<file path="config.mk">
export PLATFORM = sky130hd
export DESIGN_NAME = ecg_beat_detector
export DESIGN_NICKNAME = d
export VERILOG_FILES = /design/src/rtl/ecg_pkg.sv /design/src/rtl/ecg_beat_detector_ms_tick_gen.sv /design/src/rtl/ecg_beat_detector.sv
export SDC_FILE = /design/constraint.sdc
export NUM_CORES = 1
export LEC_CHECK = 0
export CAP_MARGIN = 0
export CORE_MARGIN = 5
export CORE_UTILIZATION = 54
export CTS_CLUSTER_SIZE = 25
export DETAILED_ROUTE_END_ITERATION = 10
export GPL_TIMING_DRIVEN = 0
export PLACE_DENSITY = 0.85
export SLEW_MARGIN = 20
export SYNTH_ARGS = -nofsm -noshare
export SYNTH_HDL_FRONTEND = slang
export SYNTH_SLANG_ARGS = --single-unit
</file>
<file path="constraint.sdc">
create_clock -name clk -period 2.9 [get_ports clk]
set_clock_uncertainty 0.05 [all_clocks]
set_input_delay 0.29 -clock clk [delete_from_list [all_inputs] [get_ports clk]]
set_output_delay 0.29 -clock clk [all_outputs]
set_load 0.02 [all_outputs]
</file>
<file path="src/rtl/ecg_pkg.sv">
// Shared types and constants for the ECG beat detector.
package ecg_pkg;

    localparam int SAMPLE_W   = 8;
    localparam int INTERVAL_W = 12;
    localparam int SUM_W      = 14;
    localparam int HIST_DEPTH = 4;

    typedef enum logic [1:0] {
        NONE   = 2'd0,
        SLOW   = 2'd1,
        NORMAL = 2'd2,
        FAST   = 2'd3
    } rate_class_t;

    typedef enum logic [1:0] {
        ARMED   = 2'd0,
        PEAK    = 2'd1,
        REFRACT = 2'd2
    } beat_state_t;

    // Boundary values fall into NORMAL: only strictly slower/faster averages classify.
    function automatic rate_class_t classify_rate(
        input logic [INTERVAL_W-1:0] avg,
        input logic [INTERVAL_W-1:0] slow_ms,
        input logic [INTERVAL_W-1:0] fast_ms
    );
        if (avg > slow_ms) begin
            return SLOW;
        end
        if (avg < fast_ms) begin
            return FAST;
        end
        return NORMAL;
    endfunction

endpackage

</file>
<file path="src/rtl/ecg_beat_detector_ms_tick_gen.sv">
// Free-running divider producing a one-cycle pulse every TICK_DIV clocks.
module ms_tick_gen #(
    parameter int TICK_DIV = 27000
) (
    input  logic clk,
    input  logic reset,
    output logic tick
);

    localparam int CNT_W = (TICK_DIV > 1) ? $clog2(TICK_DIV) : 1;
    localparam logic [CNT_W-1:0] LAST = CNT_W'(TICK_DIV - 1);

    logic [CNT_W-1:0] div_cnt;

    // Count 0..TICK_DIV-1 and register a pulse on wrap.
    always_ff @(posedge clk or negedge reset) begin
        if (!reset) begin
            div_cnt <= '0;
            tick    <= 1'b0;
        end else if (div_cnt == LAST) begin
            div_cnt <= '0;
            tick    <= 1'b1;
        end else begin
            div_cnt <= div_cnt + 1'b1;
            tick    <= 1'b0;
        end
    end

endmodule

</file>
<file path="src/rtl/ecg_beat_detector.sv">
// R-peak detector with hysteresis and refractory window, beat-to-beat
// interval measurement, 4-beat running average and heart-rate class.
module ecg_beat_detector
    import ecg_pkg::*;
#(
    parameter int TICK_DIV     = 27000,
    parameter int THRESH_HI    = 200,
    parameter int THRESH_LO    = 160,
    parameter int REFRACT_MS   = 250,
    parameter int MAX_INTERVAL = 2000,
    parameter int SLOW_MS      = 1000,
    parameter int FAST_MS      = 500
) (
    input  logic                  clk,
    input  logic                  reset,
    input  logic                  sample_valid,
    input  logic [SAMPLE_W-1:0]   ecg_sample,
    output logic                  beat,
    output logic                  interval_valid,
    output logic [INTERVAL_W-1:0] interval_ms,
    output logic [INTERVAL_W-1:0] avg_interval,
    output logic                  no_signal,
    output logic [1:0]            rate_class
);

    localparam logic [SAMPLE_W-1:0]   HI_C      = SAMPLE_W'(THRESH_HI);
    localparam logic [SAMPLE_W-1:0]   LO_C      = SAMPLE_W'(THRESH_LO);
    localparam logic [INTERVAL_W-1:0] REFRACT_C = INTERVAL_W'(REFRACT_MS);
    localparam logic [INTERVAL_W-1:0] MAX_C     = INTERVAL_W'(MAX_INTERVAL);
    localparam logic [INTERVAL_W-1:0] MAX_M1_C  = INTERVAL_W'(MAX_INTERVAL - 1);
    localparam logic [INTERVAL_W-1:0] SLOW_C    = INTERVAL_W'(SLOW_MS);
    localparam logic [INTERVAL_W-1:0] FAST_C    = INTERVAL_W'(FAST_MS);

    logic                  tick;
    beat_state_t           state;
    logic [INTERVAL_W-1:0] refract_cnt;
    logic [INTERVAL_W-1:0] ms_cnt;
    logic                  first_beat;
    logic                  beat_now;
    logic                  ns_entry;

    logic [INTERVAL_W-1:0] hist [HIST_DEPTH];
    logic [SUM_W-1:0]      sum;
    logic [SUM_W-1:0]      sum_next;
    logic [2:0]            fill;
    logic [2:0]            fill_next;
    rate_class_t           rate_q;

    ms_tick_gen #(
        .TICK_DIV(TICK_DIV)
    ) u_tick (
        .clk  (clk),
        .reset(reset),
        .tick (tick)
    );

    assign rate_class = rate_q;

    // Beat qualification and no-signal entry; a beat masks a coincident tick.
    always_comb begin
        beat_now = (state == ARMED) && sample_valid && (ecg_sample >= HI_C);
        ns_entry = !beat_now && tick && (ms_cnt == MAX_M1_C);
    end

    // Running-sum and fill values for the next history push.
    always_comb begin
        sum_next  = sum + {2'b00, interval_ms} - {2'b00, hist[HIST_DEPTH-1]};
        fill_next = (fill == 3'd4) ? 3'd4 : fill + 3'd1;
    end

    // Peak FSM with refractory counter; beat is its registered output.
    always_ff @(posedge clk or negedge reset) begin
        if (!reset) begin
            state       <= ARMED;
            refract_cnt <= '0;
            beat        <= 1'b0;
        end else begin
            beat <= beat_now;
            unique case (state)
                ARMED:   if (beat_now) state <= PEAK;
                PEAK:    if (sample_valid && (ecg_sample < LO_C)) state <= REFRACT;
                REFRACT: if (refract_cnt == '0) state <= ARMED;
                default: state <= ARMED;
            endcase
            if (beat_now) begin
                refract_cnt <= REFRACT_C;
            end else if (tick && (refract_cnt != '0)) begin
                refract_cnt <= refract_cnt - 1'b1;
            end
        end
    end

    // Interval timer, first-beat tracking and no-signal level.
    always_ff @(posedge clk or negedge reset) begin
        if (!reset) begin
            ms_cnt         <= '0;
            first_beat     <= 1'b1;
            no_signal      <= 1'b0;
            interval_valid <= 1'b0;
            interval_ms    <= '0;
        end else begin
            interval_valid <= beat_now && !first_beat;
            if (beat_now && !first_beat) begin
                interval_ms <= ms_cnt;
            end
            if (beat_now) begin
                ms_cnt     <= '0;
                first_beat <= 1'b0;
                no_signal  <= 1'b0;
            end else if (tick && (ms_cnt != MAX_C)) begin
                ms_cnt <= ms_cnt + 1'b1;
                if (ns_entry) begin
                    no_signal  <= 1'b1;
                    first_beat <= 1'b1;
                end
            end
        end
    end

    // History shift, running average and rate class, one clock after each interval.
    always_ff @(posedge clk or negedge reset) begin
        if (!reset) begin
            for (int unsigned i = 0; i < HIST_DEPTH; i++) begin
                hist[i] <= '0;
            end
            sum          <= '0;
            fill         <= '0;
            avg_interval <= '0;
            rate_q       <= NONE;
        end else if (ns_entry) begin
            for (int unsigned i = 0; i < HIST_DEPTH; i++) begin
                hist[i] <= '0;
            end
            sum          <= '0;
            fill         <= '0;
            avg_interval <= '0;
            rate_q       <= NONE;
        end else if (interval_valid) begin
            hist[0] <= interval_ms;
            for (int unsigned i = 1; i < HIST_DEPTH; i++) begin
                hist[i] <= hist[i-1];
            end
            sum  <= sum_next;
            fill <= fill_next;
            if (fill_next == 3'd4) begin
                avg_interval <= sum_next[SUM_W-1:2];
                rate_q       <= classify_rate(sum_next[SUM_W-1:2], SLOW_C, FAST_C);
            end else begin
                avg_interval <= '0;
                rate_q       <= NONE;
            end
        end
    end

endmodule

</file>
==> flow_summary_export.csv <==
group,metric,value,unit
status,status,"complete, but fails checks",
status,failed_checks,"negative setup slack",
global_route,grt_pass1_vias,5737,
yosys,ys.flop_type,"dfrtp_1",
global_route,antenna_found_initial,0,
yosys,yosys-mux-area-fraction,9.21,%
placement,port_buffers,36,
yosys,async_flop_share,100,%
die,fp-row-count,41,
setup_path,cp-end-kind,"flip-flop",
clock_tree,numClockSinks,137,
yosys,yosysTopAreaCell,"dfrtp_1",
global_route,grt_pass1_wl,27.9,mm
detailed_routing,drt_wl_total,17.0,mm
sta,max-slew-margin-rel,41.9,%
sta,hold_violations,0,
clock_tree,cts.clk_slew.worst_paths,0.06,ns
sta,timing.final.crit_share,106,%
sta,max_freq,325,MHz
detailed_routing,via_per_inst,5.75,
setup_path,cp.arrival,3.36,ns
yosys,syn_nets,705,
yosys,synth_top_family_by_area,"simple AND/OR/NAND/NOR gates",
finish,area_delta_synth_final,25.6,%
yosys,syn_inst,662,
clock_tree,clock_path_buffers,2,
die,coreArea,0.0125,mm²
detailed_routing,ant_nets,0,
global_route,grt_max_degree,100,
detailed_routing,wl_per_cell,18.4,µm
sta,tightest_slew,0.859,ns
die,die-area,0.0151,mm²
clock_tree,htreeDepth,4,
sta,fin_ws,-0.174,ns
setup_path,r2r_end,"rate_class[0]$_DFFE_PN0P_",
detailed_routing,detail_route.first_pass.iterations,5,
yosys,avgSynthCellArea,10.4,µm²
die,start_util,54.8,%
placement,dp.cells,871,
yosys,syn-cell-area,0.00686,mm²
sta,slew_viol_final,0,
die,die_x,123,µm
finish,layout.cells.non_filler,926,
placement,place_congestion,0.893,
detailed_routing,via_count,5328,
setup_path,worstPathMaxFanout,6,
sta,fin_hold_ws,0.286,ns
yosys,yosys.area_share.simple,14.5,%
detailed_routing,drc,0,
die,die_h,123,µm
job,drv_cap,0,
yosys,synth.most_common_cell,"dfrtp_1",
setup_path,worstSetupPathType,"reg -> reg",
setup_path,rr_startpoint,"interval_ms[4]$_DFFE_PN0P_",
sta,rsz0062_at_grt,"yes",
finish,drive_gt1_share,15.1,%
clock_tree,insertion_delay,0.42,ns
yosys,ys.warnings.count,0,
die,io_pins,40,
finish,fill_cells,894,
yosys,ys_seq_elements,137,
setup_path,crit_required,3.19,ns
yosys,synth_edf_count,0,
setup_path,regToRegSetupSlack,-0.17,ns
yosys,ys_top_cells_by_area,"dfrtp_1 (50%), mux2i_1 (9.0%), nor2_1 (5.8%)",
finish,diodes,0,
setup_path,cp-start-kind,"flip-flop",
yosys,ys_seq_area_share,50.0,%
placement,dp_hpwl,10.9,mm
yosys,synth-xor-area-share,5.62,%
sta,min_period,3.07,ns
yosys,synth_cell_types,56,
global_route,grt_use_total,23.8,%
finish,nets,784,
clock_tree,numCtsBuffers,17,
yosys,synth-compound-area-share,8.59,%
yosys,synth_fa_ha_area_share,7.15,%
clock_tree,root_buffer,"clkbuf_16",
global_route,grt_overflow,0,
yosys,synth_top_area_share,49.6,%
hold_path,min_path_type,"in -> async",
sta,setup-violations-final,6,
yosys,synth_common_cells,"dfrtp_1 (136), nor2_1 (106), inv_1 (63)",
finish,final_core_util,68.9,%
setup_path,r2r.worst_path.cells,12,
clock_tree,tritoncts,"yes",
detailed_routing,drt_iter0_drc,413,
how the worst max path moves through the flow:
stage                               start                    endpoint  slack, ns  cells past startpoint
6_report       interval_ms[4]$_DFFE_PN0P_   rate_class[0]$_DFFE_PN0P_      -0.17                     12
5_1_grt        interval_ms[4]$_DFFE_PN0P_   rate_class[0]$_DFFE_PN0P_      -0.26                     12
4_1_cts        interval_ms[1]$_DFFE_PN0P_   rate_class[0]$_DFFE_PN0P_      -0.03                     12
3_5_place_dp                ecg_sample[5]        hist[20]$_DFFE_PN0P_      -0.53                      9
3_3_place_gp                        reset  interval_ms[3]$_DFFE_PN0P_      -4.08                      1
2_1_floorplan  interval_ms[3]$_DFFE_PN0P_   rate_class[1]$_DFFE_PN0P_      0.007                     12
layer usage:
metal | global-route usage (%) | vias to the layer above | part of all wire [%]
li1 | - | 2380 | -
met1 | 26.6 | 2657 | 38
met2 | 44.4 | 229 | 53
met3 | 4.70 | 62 | 5.6
met4 | 9.45 | 0 | 3.4
met5 | 0 | - | 0
cell type report:
class	count	area (µm²)	area share (%)
inverter	65	244	2.83
clock buffer	19	443	5.14
timing repair buffer	62	583	6.77
multi-input combinational	435	3390	39.3
tap	172	215	2.50
clock inverter	13	216	2.51
buffer	23	92.6	1.07
sequential	137	3430	39.9
critical path, cell delays in order (launching register included):
cell	delay, ns
dfrtp_2	0.36
inv_1	0.09
fa_1	0.53
inv_1	0.07
ha_4	0.28
nand2_1	0.17
o211ai_1	0.15
o41a_1	0.42
nand4_1	0.16
o211ai_1	0.18
buf_4	0.19
a211o_1	0.24
o211ai_1	0.10
stage by stage:
stage	TNS, ns	cell area [µm²]	setup WS [ns]
CTS	-0.0272	8520	-0.0272
global placement	-502.64	7470	-4.08
global route	-1.17	8620	-0.262
finish	-0.472	8620	-0.174
floorplan	0	6900	0.00668
detailed placement	-17.33	7510	-0.529
flip-flops by register name (all words and copies together) (netlist names):
name,cells
first_beat,1
hist,48
no_signal,1
u_tick.tick,1
beat,1
interval_valid,1
rate_class,2
avg_interval,12
state,2
sum,14
refract_cnt,12
fill,3
interval_ms,12
ms_cnt,12
u_tick.div_cnt,15
timing repair:
| action | CTS | global route |
|---|---|---|
| resized for setup | 34 | 20 |
| hold buffers | 1 | 0 |
| pin swaps | 19 | 5 |
| buffers inserted | 20 | 4 |
| setup endpoints to repair | 37 | 40 |
| hold endpoints to repair | 38 | 0 |
cell usage in the layout, fill, tap and decap left out, types with 4 or more instances in the layout:
cell type        synthesis  final
dfrtp_1                136    132
nor2_1                 106    106
mux2i_1                 62     62
inv_1                   63     58
nand2_1                 37     37
clkdlybuf4s50_1          0     35
buf_4                    0     24
xnor2_1                 24     22
o21ai_0                 22     20
xor2_1                  20     18
clkbuf_16                0     17
clkbuf_1                21     16
nand3_1                 17     15
a22o_1                  14     14
fa_1                    12     11
ha_1                    20     11
nor3_1                   9      9
and3_1                   9      9
ha_4                     0      9
a21oi_1                 12      8
inv_2                    2      7
o211ai_1                 5      5
a21o_1                   6      5
bufinv_16                0      5
nand4_1                  4      4
nand3b_1                 4      4
clkbuf_2                 0      4
dfrtp_2                  0      4
cells by family after synthesis:
| kind of cell | Yosys count |
|---|---|
| and+or+nand+nor | 213 |
| DFF | 137 |
| buffers and inverters | 90 |
| AOI/OAI and AO/OA | 83 |
| muxes | 63 |
| xor gates and xnor gates | 44 |
| adders and majority gates | 32 |
Power is left out: the tool's default activity adds up to more than one toggle a clock period on the data nets, which glitch-free logic cannot reach.
